File: src/rtl/mod12_wrap_monitor.sv
`default_nettype none
// ------------------------------------------------------------------
// mod12_wrap_monitor: classifies mod-12 counter steps, accumulates
// wraps and queues one event per wrap.                      Rev 1.0
// ------------------------------------------------------------------
module mod12_wrap_monitor #(
   parameter int FIFO_DEPTH = 4,
   parameter int WCNT_W     = 8
) (
   input  logic              clock,
   input  logic              reset,
   input  logic [3:0]        count_in,
   input  logic              load_in,
   output logic [WCNT_W-1:0] wrap_count,
   output logic              evt_valid,
   output logic [WCNT_W:0]   evt_data,
   input  logic              evt_ready,
   output logic              illegal,
   output logic              jump_err,
   output logic              overflow
);

   localparam int         C_PTR_W = $clog2(FIFO_DEPTH);
   localparam logic [3:0] C_MAX   = 4'd11;

   logic [3:0]        cur_q, cur_d, prev_q, prev_d;
   logic              ld_q, ld_d, ld_qq, ld_qd;
   logic              seen_q, seen_d, pair_valid_q, pair_valid_d;
   logic [WCNT_W-1:0] wrap_count_q, wrap_count_d;
   logic              illegal_q, illegal_d, jump_err_q, jump_err_d;
   logic              overflow_q, overflow_d;
   logic [C_PTR_W-1:0] wr_ptr_q, wr_ptr_d, rd_ptr_q, rd_ptr_d;
   logic [C_PTR_W:0]  occ_q, occ_d;
   logic [WCNT_W:0]   mem_q [FIFO_DEPTH];
   logic [WCNT_W:0]   mem_d [FIFO_DEPTH];

   logic       w_classify, w_is_hold, w_is_inc, w_is_dec;
   logic       w_up_wrap, w_dn_wrap, w_wrap, w_jump;
   logic [3:0] w_prev_inc, w_prev_dec;
   logic       w_full, w_empty, w_push, w_pop;

   // A step is only meaningful once two real samples exist and the earlier
   // one was not accompanied by a load.
   always_comb begin
      w_classify = pair_valid_q && (prev_q <= C_MAX) && (cur_q <= C_MAX) && !ld_qq;
      w_prev_inc = (prev_q == C_MAX) ? 4'd0 : prev_q + 4'd1;
      w_prev_dec = (prev_q == 4'd0) ? C_MAX : prev_q - 4'd1;
      w_is_hold  = (cur_q == prev_q);
      w_is_inc   = (cur_q == w_prev_inc);
      w_is_dec   = (cur_q == w_prev_dec);
      w_up_wrap  = w_classify && w_is_inc && (prev_q == C_MAX);
      w_dn_wrap  = w_classify && w_is_dec && (prev_q == 4'd0);
      w_wrap     = w_up_wrap || w_dn_wrap;
      w_jump     = w_classify && !w_is_hold && !w_is_inc && !w_is_dec;
   end

   always_comb begin
      w_full  = (occ_q == (C_PTR_W + 1)'(FIFO_DEPTH));
      w_empty = (occ_q == '0);
      w_pop   = !w_empty && evt_ready;
      w_push  = w_wrap && (!w_full || w_pop);
   end

   always_comb begin
      cur_d        = count_in;
      prev_d       = cur_q;
      ld_d         = load_in;
      ld_qd        = ld_q;
      seen_d       = 1'b1;
      pair_valid_d = seen_q;
      illegal_d    = illegal_q || (cur_q > C_MAX);
      jump_err_d   = jump_err_q || w_jump;
      overflow_d   = overflow_q || (w_wrap && !w_push);
      wrap_count_d = wrap_count_q;
      if (w_up_wrap) begin
         wrap_count_d = wrap_count_q + WCNT_W'(1);
      end else if (w_dn_wrap) begin
         wrap_count_d = wrap_count_q - WCNT_W'(1);
      end
   end

   always_comb begin
      mem_d    = mem_q;
      wr_ptr_d = wr_ptr_q;
      rd_ptr_d = rd_ptr_q;
      occ_d    = occ_q;
      if (w_push) begin
         mem_d[wr_ptr_q] = {w_up_wrap, wrap_count_d};
         wr_ptr_d        = wr_ptr_q + C_PTR_W'(1);
      end
      if (w_pop) begin
         rd_ptr_d = rd_ptr_q + C_PTR_W'(1);
      end
      case ({w_push, w_pop})
         2'b10:   occ_d = occ_q + (C_PTR_W + 1)'(1);
         2'b01:   occ_d = occ_q - (C_PTR_W + 1)'(1);
         default: occ_d = occ_q;
      endcase
   end

   always_ff @(posedge clock) begin
      if (!reset) begin
         cur_q        <= '0;
         prev_q       <= '0;
         ld_q         <= 1'b0;
         ld_qq        <= 1'b0;
         seen_q       <= 1'b0;
         pair_valid_q <= 1'b0;
         wrap_count_q <= '0;
         illegal_q    <= 1'b0;
         jump_err_q   <= 1'b0;
         overflow_q   <= 1'b0;
         wr_ptr_q     <= '0;
         rd_ptr_q     <= '0;
         occ_q        <= '0;
      end else begin
         cur_q        <= cur_d;
         prev_q       <= prev_d;
         ld_q         <= ld_d;
         ld_qq        <= ld_qd;
         seen_q       <= seen_d;
         pair_valid_q <= pair_valid_d;
         wrap_count_q <= wrap_count_d;
         illegal_q    <= illegal_d;
         jump_err_q   <= jump_err_d;
         overflow_q   <= overflow_d;
         wr_ptr_q     <= wr_ptr_d;
         rd_ptr_q     <= rd_ptr_d;
         occ_q        <= occ_d;
      end
   end

   // Storage needs no reset: the head is masked whenever the queue is empty.
   always_ff @(posedge clock) begin
      mem_q <= mem_d;
   end

   assign wrap_count = wrap_count_q;
   assign evt_valid  = !w_empty;
   assign evt_data   = w_empty ? '0 : mem_q[rd_ptr_q];
   assign illegal    = illegal_q;
   assign jump_err   = jump_err_q;
   assign overflow   = overflow_q;

endmodule
`default_nettype wire

File: config.mk
export PLATFORM = sky130hd
export DESIGN_NAME = mod12_wrap_monitor
export DESIGN_NICKNAME = d
export VERILOG_FILES = /design/src/rtl/mod12_wrap_monitor.sv
export SDC_FILE = /design/constraint.sdc
export NUM_CORES = 1
export LEC_CHECK = 0
export BUFFER_PORTS_ARGS = -buffer_cell sky130_fd_sc_hd__buf_2
export CORE_UTILIZATION = 40
export CTS_CLUSTER_DIAMETER = 50
export DETAILED_ROUTE_END_ITERATION = 6
export GPL_TIMING_DRIVEN = 1
export SKIP_CTS_REPAIR_TIMING = 1
export SLEW_MARGIN = 20
export SYNTH_ARGS = -nofsm -noshare
export SYNTH_HDL_FRONTEND = slang
export SYNTH_SLANG_ARGS = --single-unit
File: constraint.sdc
create_clock -name clock -period 6.51 [get_ports clock]
set_clock_uncertainty 0.05 [all_clocks]
set_input_delay 1.6275 -clock clock [delete_from_list [all_inputs] [get_ports clock]]
set_output_delay 1.6275 -clock clock [all_outputs]
set_load 0.05 [all_outputs]
After elaboration in Yosys (flattened, before gate mapping). Cells that the tools add are included.

Latch bits: 0. Memories kept: 0. Bits of input ports: 8. Register bits after elaboration: 66. Memory bits (writable): 0. Output and inout bits: 21. ROM bits: 0. Logic and storage cells: 82.

Bitwise gates (word level): 2. Reduce and logical (&&, ||, !) cells: 29. Eq/ne operators: 7. $mul: 0. Multiplexer cells: 13. Divide/modulo/power cells: 0. $lt $le $gt $ge: 6. Add/sub/neg operators: 8. Shifts and indexed selects: 0.

Operators by type and width (count): $bwmux 36 (1); $mux 9 (4); $bmux 9 s2 (1); $demux 9 s2 (1); $mux 8 (2); $logic_and 1x1->1 (14); $eq 4x4->1 (3); $add 8x1->8 const B (1); $le 4x4->1 const B (2); $mux 4 (2); $sub 8x1->8 const B (1); $logic_not 1->1 (7); $ge 3x3->1 const B (2); $not 2->3 (2); $pmux 3 s2 (1); $logic_or 1x1->1 (5); $add 2x1->2 const B (2); $add 4x1->4 const B (1); $eq 4x4->1 const B (1); $gt 4x4->1 const B (1); $logic_not 4->1 (1); $sub 4x1->4 const B (1); $add 3x1->3 const B (1); $eq 3x3->1 const B (1); 7 further kinds (7).

Logic depth before layout (Yosys ltp). Gate-level depths: netlist of the first run.

Word-level depth: 11. Depth in mapped cells: 16. Gate-level depth less buffers: 15.

Worst setup path after synthesis of the first run. OpenSTA, ideal clock, no wires.

Path kind: input port to flip-flop. From: input evt_ready. To: register occ_q[2]. Data arrival time: 3.713 ns. Library setup time: 0.073 ns. Path slack: 2.674 ns. Required time: 6.387 ns. Stages: 10. Buffers on the path: 1. Cell sequence: or4b_2 > clkbuf_1 > and2_1 > inv_1 > ha_1 > inv_1 > fa_1 > xor2_1 > or3_1 > a21oi_1.

Longest elaborated chain between the ends: 5. Elaborated cells on any way between the ends: 7. Those cells by class: 2 x eq/ne; 1 x mux; 4 x reduce/logical.

RTL lines: start, declared (line 17) `input logic evt_ready,`; $logic_and 1x1->1 (*) (line 60) `w_pop = !w_empty && evt_ready;`; $logic_or 1x1->1 (line 61) `w_push = w_wrap && (!w_full || w_pop);`; $logic_and 1x1->1 (line 61); $eq 2x1->1 or $eq 2x2->1 (tied branches) (line 94) `case ({w_push, w_pop})`; $pmux 3 s2 or $reduce_bool 2->1 (tied branches); end signal, assigned (line 115) `occ_q <= '0;`; end signal, assigned (line 129) `occ_q <= occ_d;`; end, declared (line 33) `logic [C_PTR_W:0] occ_q, occ_d;`.

Every way passes the cells marked *; elsewhere a longest branch is shown, timed or not. A chain may end at the register's enable or synchronous reset.

Final worst setup path of the first run.
From: register rd_ptr_q[0]. To: output evt_data[3].

Longest elaborated chain between the ends: 5.

RTL lines: start, declared (line 32) `logic [C_PTR_W-1:0] wr_ptr_q, wr_ptr_d, rd_ptr_q, rd_ptr_d;`; start signal, assigned (line 128) `rd_ptr_q <= rd_ptr_d;`; $not 2->3 (implied by the code) (line 140) `assign evt_data = w_empty ? '0 : mem_q[rd_ptr_q];`; $bmux 9 s2 (line 140); $mux 9 (implied by the code) (2 in a row) (line 140); $mux 9 (line 140); end, declared (line 16) `output logic [WCNT_W:0] evt_data,`.

Every way passes these cells. The select of a mux whose other input is x is not followed.

==> out/metrics.cfg, run 1 <==
[timing]
relSlewSlack=0.489
period_share=0.577
finalMaxSlewViolations=0
max_slew.worst_pin.slew_ps=766
whs_ps=378
hold_viol=0
fin_setup_tns_ps=0
setup_viol=0
max_freq_ghz=0.266
finalWorstSetupSlack_ps=2750
final.min_clock_period_ps=3760
rsz0062_at_grt=no

[global_routing]
grt_pass1_vias=2049
grtUsageTotal=0.157
grtUsageMet2=0.269
grt_pass1_wl_mm=9.99
grt_remaining_overflow=0
busiest_layer=met2
antenna_found_initial=0
grt_use_met1=0.182
grt_max_degree=26
gr-usage-met3=0.0394

[setup_path]
cp.required_ps=4830
endpoint_kind=primary output
timing.rr.start=prev_q[0]
worst_r2r_endpoint=occ_q[2]
critical_path_class=flip-flop to primary output
start_kind=flip-flop
critPathMaxFanout=11
reg2reg_slack_ps=3050
rr_worst_depth=15
arrival_ps=2080

[cts]
path_clk_slew_ps=70
cts.sinks=66
cts_tree=built
clk_path_buf_depth=2
numCtsBuffers=9
clk_latency_ps=340
clockRootBuffer=clkbuf_8
htreeDepth=3

[hold_path]
hold_path_end=ld_qq
hold_path.startpoint=ld_q
holdPathStages=1
worstHoldPathType=flip-flop to flip-flop

[cells_and_area]
final_cell_mix=36 x edfxtp_1, 30 x dfxtp_1, 28 x buf_2, 26 x and2_1, 15 x nor2_1
fillers=751
final_common_cell=edfxtp_1
n_antenna_cell=0
syn2layout_area_growth_pct=12.0
fin_nets=316
drive_gt1_frac=0.224
finish.instance_area_um2=3670

[synth]
ys_warn_count=0
async_flop_share=0
syn-instance-count=272
synth_simple_gate_area_frac=0.192
yosysTopAreaCellShare=0.330
synth_compound_area_frac=0.0856
ys.flop_type=edfxtp_1
synth-seq-cells=66
syn_area_per_cell_um2=12.0
synth_edf_count=36
synth_top_family_by_area=simple AND/OR/NAND/NOR gates
synthAdderAreaFrac=0.0405
synth_xor_area_frac=0.0558
synth_nets=290
syn_area_um2=3270
yosys-mux-area-fraction=0.0776
yosysTopAreaCell=edfxtp_1
ys_seq_area_frac=0.514
ys_types=57
yosys-top-cells-area=edfxtp_1 33%, dfxtp_1 18%, mux4_2 6.2%

[routing]
drt_iter0_markers=55
ant_nets=0
post_drt_wl_per_cell_um=14.9
drc=0
via_per_inst=5.08
vias=2057
dr.pass1.iters=4
drt-total-wl_mm=6.02

[power]
power_density_nw_per_um2=224
leakage_nw=1.36
max-vdd-ir-drop_mv=0.140

[floorplan]
rows=32
die_area_um2=8550
die_h_um=92.5
io_pins=29
core_um2=7810
initial_core_util=0.419
die_w_um=92.5

[flow_run]
cap_violations=0

[placement]
port-buffer-count=28
place_congestion=0.752
hpwl_mm=4.17
place_ws_ps=2500
placed_area_um2=3480

[status]
status=complete, no violations

==> layout make-up <==
type / instances / area, µm² / share of cell area
Clock buffer: 10 / 128 / 0.0348
Clock inverter: 6 / 57.6 / 0.0157
Inverter: 13 / 53.8 / 0.0147
Multi-Input combinational cell: 180 / 1480 / 0.403
Sequential cell: 66 / 1680 / 0.459
Tap cell: 102 / 128 / 0.0348
Timing Repair Buffer: 28 / 140 / 0.0382
==> metrics by stage <==
step / cells / util / total power, mW
2_1_floorplan: 272 / - / 0.493
3_3_place_gp: 389 / 0.446 / 0.504
3_5_place_dp: 389 / 0.446 / 0.504
4_1_cts: 405 / 0.470 / 0.828
5_1_grt: 405 / 0.470 / 0.851
6_report: 405 / 0.470 / 0.820
==> Yosys cell counts (all sizes together) (2+ instances only) <==
library cell and instances:
nor2 15, and2 26, nor4b 3, nand3 9
a31oi 3, or4b 2, or3 4, nand2 14
edfxtp 36, inv 11, o32ai 3, clkinv 2
clkbuf 7, dfxtp 30, or2 3, nor3b 2
a21oi 9, nand2b 5, nor2b 4, buf 6
or4 3, xnor2 6, mux4 9, nor3 2
o21a 3, ha 9, and3b 2, o21ai 5
and3 6, xor2 11, nand4 5, mux2i 4
==> registers in the layout (all words and copies together) (netlist names), 2 cells and up <==
signal,flops
cur_q,4
mem_q,36
occ_q,3
prev_q,4
rd_ptr_q,2
wr_ptr_q,2
wrap_count,8
==> logic make-up (layout without fill, tap and decap cells) <==
| logic type | after synthesis | in the layout |
|---|---|---|
| AOI/OAI and AO/OA | 32 | 32 |
| xor gates and xnor gates | 17 | 17 |
| adders and majority gates | 10 | 10 |
| buffers and inverters | 26 | 57 |
| DFF | 66 | 66 |
| muxes | 14 | 14 |
| and+or+nand+nor | 107 | 107 |
==> worst max-delay path, cell delays in order (launching register included) <==
cell and delay, ps:
dfxtp_1 770, mux4_2 600, and2_1 170, buf_2 200
==> how the worst max path moves through the flow <==
stage                startpoint           to  slack, ps  cells past startpoint
finish              rd_ptr_q[0]  evt_data[3]       2750                      3
global route        rd_ptr_q[0]  evt_data[8]       2600                      3
CTS                 rd_ptr_q[0]  evt_data[3]       2680                      3
detailed placement    evt_ready     occ_q[2]       2500                     10
global placement      evt_ready     occ_q[2]       2570                     10
floorplan             evt_ready     occ_q[2]       2670                     10
==> per-layer routing <==
layer | vias up | share of wire
met1 | 981 | 0.46
met4 | 0 | 0.018
li1 | 1033 | -
met3 | 12 | 0.031
met2 | 31 | 0.49
met5 | - | 0
==> power by group <==
group	internal [mW]	switching (mW)
combinational	0.0182	0.0289
sequential	0.440	0.00756
clock	0.174	0.152
total	0.632	0.188
No activity file was read; power rests on OpenSTA's default activity.
==> run 2, diff against run 1 <==
--- a/config.mk
+++ b/config.mk
@@ -5,6 +5,7 @@
 export SDC_FILE = /design/constraint.sdc
 export NUM_CORES = 1
 export LEC_CHECK = 0
+export ABC_AREA = 1
 export BUFFER_PORTS_ARGS = -buffer_cell sky130_fd_sc_hd__buf_2
 export CORE_UTILIZATION = 40
 export CTS_CLUSTER_DIAMETER = 50
==> constraint.sdc (replaced) <==
create_clock -name clock -period 3.88 [get_ports clock]
set_clock_uncertainty 0.05 [all_clocks]
set_input_delay 0.97 -clock clock [delete_from_list [all_inputs] [get_ports clock]]
set_output_delay 0.97 -clock clock [all_outputs]
set_load 0.05 [all_outputs]
==> out/metrics.cfg, run 2 <==
[timing]
max_slew.worst_pin.slew_ps=729
max_freq_ghz=0.338
finalMaxSlewViolations=0
whs_ps=363
setup_viol=0
relSlewSlack=0.512
final.min_clock_period_ps=2960
fin_setup_tns_ps=0
period_share=0.763
hold_viol=0
rsz0062_at_grt=no

[cells_and_area]
final_common_cell=nand2_1
finalCoreUtilization=0.470
fin_nets=452
top_register=mem_q
syn2layout_area_growth_pct=13.2
final_cell_mix=69 x nand2_1, 60 x nor2_1, 57 x inv_1, 36 x edfxtp_1, 30 x dfxtp_1
drive_gt1_frac=0.175
n_antenna_cell=0
largest_reg_flops=36
fillers=805

[routing]
via_per_inst=4.75
drt-total-wl_mm=6.80
dr.pass1.iters=4
vias=2584
drc=0
post_drt_wl_per_cell_um=12.5
drt_iter0_markers=80
ant_nets=0

[global_routing]
antenna_found_initial=0
grt_pass1_wl_mm=11.3
grtUsageTotal=0.169
grt_max_degree=23
grt_remaining_overflow=0
grt_pass1_vias=2487

[hold_path]
hold_path.startpoint=pair_valid_d
worstHoldPathType=flip-flop to flip-flop
holdPathStages=2
hold_path_end=pair_valid_q

[synth]
yosysTopAreaCell=edfxtp_1
ys_types=31
synth_edf_count=36
syn-instance-count=402
yosys-top-cells-area=edfxtp_1 32%, dfxtp_1 18%, nand2_1 7.6%
synthTopCellsByCount=69 x nand2_1, 60 x nor2_1, 57 x inv_1
synth.most_common_cell=nand2_1
yosysTopAreaCellShare=0.317
ys.flop_type=edfxtp_1
async_flop_share=0
synth_nets=420
ys_seq_area_frac=0.493
syn_area_um2=3410
ys_warn_count=0
synth-seq-cells=66
syn_area_per_cell_um2=8.49

[setup_path]
timing.rr.start=prev_q[0]
reg2reg_slack_ps=960
rr_worst_depth=18
critical_path_class=flip-flop to primary output
arrival_ps=1940
start_kind=flip-flop
worst_r2r_endpoint=occ_q[1]
endpoint_kind=primary output
critPathMaxFanout=11
cp.required_ps=2860

[power]
power_density_nw_per_um2=374
max-vdd-ir-drop_mv=0.186
leakage_nw=1.74
finalPower_mw=1.44

[cts]
clk_latency_ps=350
clk_path_buf_depth=2
path_clk_slew_ps=70
htreeDepth=3
cts_tree=built
clockRootBuffer=clkbuf_8
cts.sinks=66
numCtsBuffers=9

[floorplan]
core_um2=8220
initial_core_util=0.415
die_area_um2=8900
io_pins=29
rows=33
die_w_um=94.4
die_h_um=94.4

[flow_run]
cap_violations=0

[status]
status=complete, no violations

[placement]
hpwl_mm=4.92
place_congestion=0.854
port-buffer-count=28

-- run 2: cell count changes in the layout (fill, tap and decap cells not counted), moves of 10 or more --
cell / delta
and2_1: -26
inv_1: +46
nor2_1: +45
o21ai_0: +18
a21oi_1: +15
xor2_1: -10
nand2_1: +55
nand4_1: +15
nand3_1: +13
-- run 2: where the power goes --
part	internal (mW)	switching (mW)	total, mW	leakage [nW]
Clock	0.336	0.269	0.604	0.107
Sequential	0.738	0.0106	0.748	0.573
Combinational	0.0287	0.0619	0.0906	1.06
Total	1.10	0.341	1.44	1.74
-- run 2: worst max-delay path by stage --
stage,start,endpoint,slack (ps),cells past startpoint
5_1_grt,prev_q[0],occ_q[1],680,18
3_5_place_dp,prev_q[0],occ_q[1],980,18
2_1_floorplan,occ_q[1],evt_data[0],970,4
3_3_place_gp,prev_q[0],occ_q[1],1060,18
4_1_cts,rd_ptr_q[1],evt_data[8],900,5
6_report,rd_ptr_q[1],evt_data[8],920,5
-- run 2: layout make-up --
cell class,count,area (µm²),area share
flip-flops and latches,66,1680,0.436
multi-input cells,262,1420,0.369
inverters,63,241,0.0625
clock buffers,14,199,0.0515
repair buffers,32,170,0.0441
well taps,105,131,0.0340
clock inverters,2,13.8,0.00356
-- run 2: critical path: stages (launching register included) --
cell	delay (ps)
dfxtp_1	560
inv_1	280
nor2_1	160
o21ai_0	90
a21oi_1	200
buf_2	300
-- run 2: stage by stage --
step | std cells | worst slack (ps) | instance area (µm²)
after floorplan | 402 | 971 | 3410
after global placement | 528 | 1060 | 3650
after detailed placement | 528 | 977 | 3650
after CTS | 544 | 897 | 3860
after global routing | 544 | 684 | 3860
final | 544 | 918 | 3860
-- run 2: per-layer routing --
metal / share of wire / up-vias / wire (µm) / GRT usage
met3: 0.033 / 7 / 225 / 0.0386
li1: - / 1368 / - / -
met4: 0.0087 / 0 / 59 / 0.0744
met5: 0 / - / 0 / 0
met1: 0.45 / 1173 / 3070 / 0.191
met2: 0.51 / 36 / 3450 / 0.303
-- run 2: kinds of logic (layout without fill, tap and decap cells) --
kind of cell,Yosys count,count (layout),synth area share
flip-flops,66,66,0.493
AND/OR/NAND/NOR,199,199,0.297
XOR/XNOR,2,2,0.00513
AO/OA/AOI/OAI,51,51,0.0763
buffers and inverters,74,111,0.0898
adder cells (fa/ha/maj),10,10,0.0389
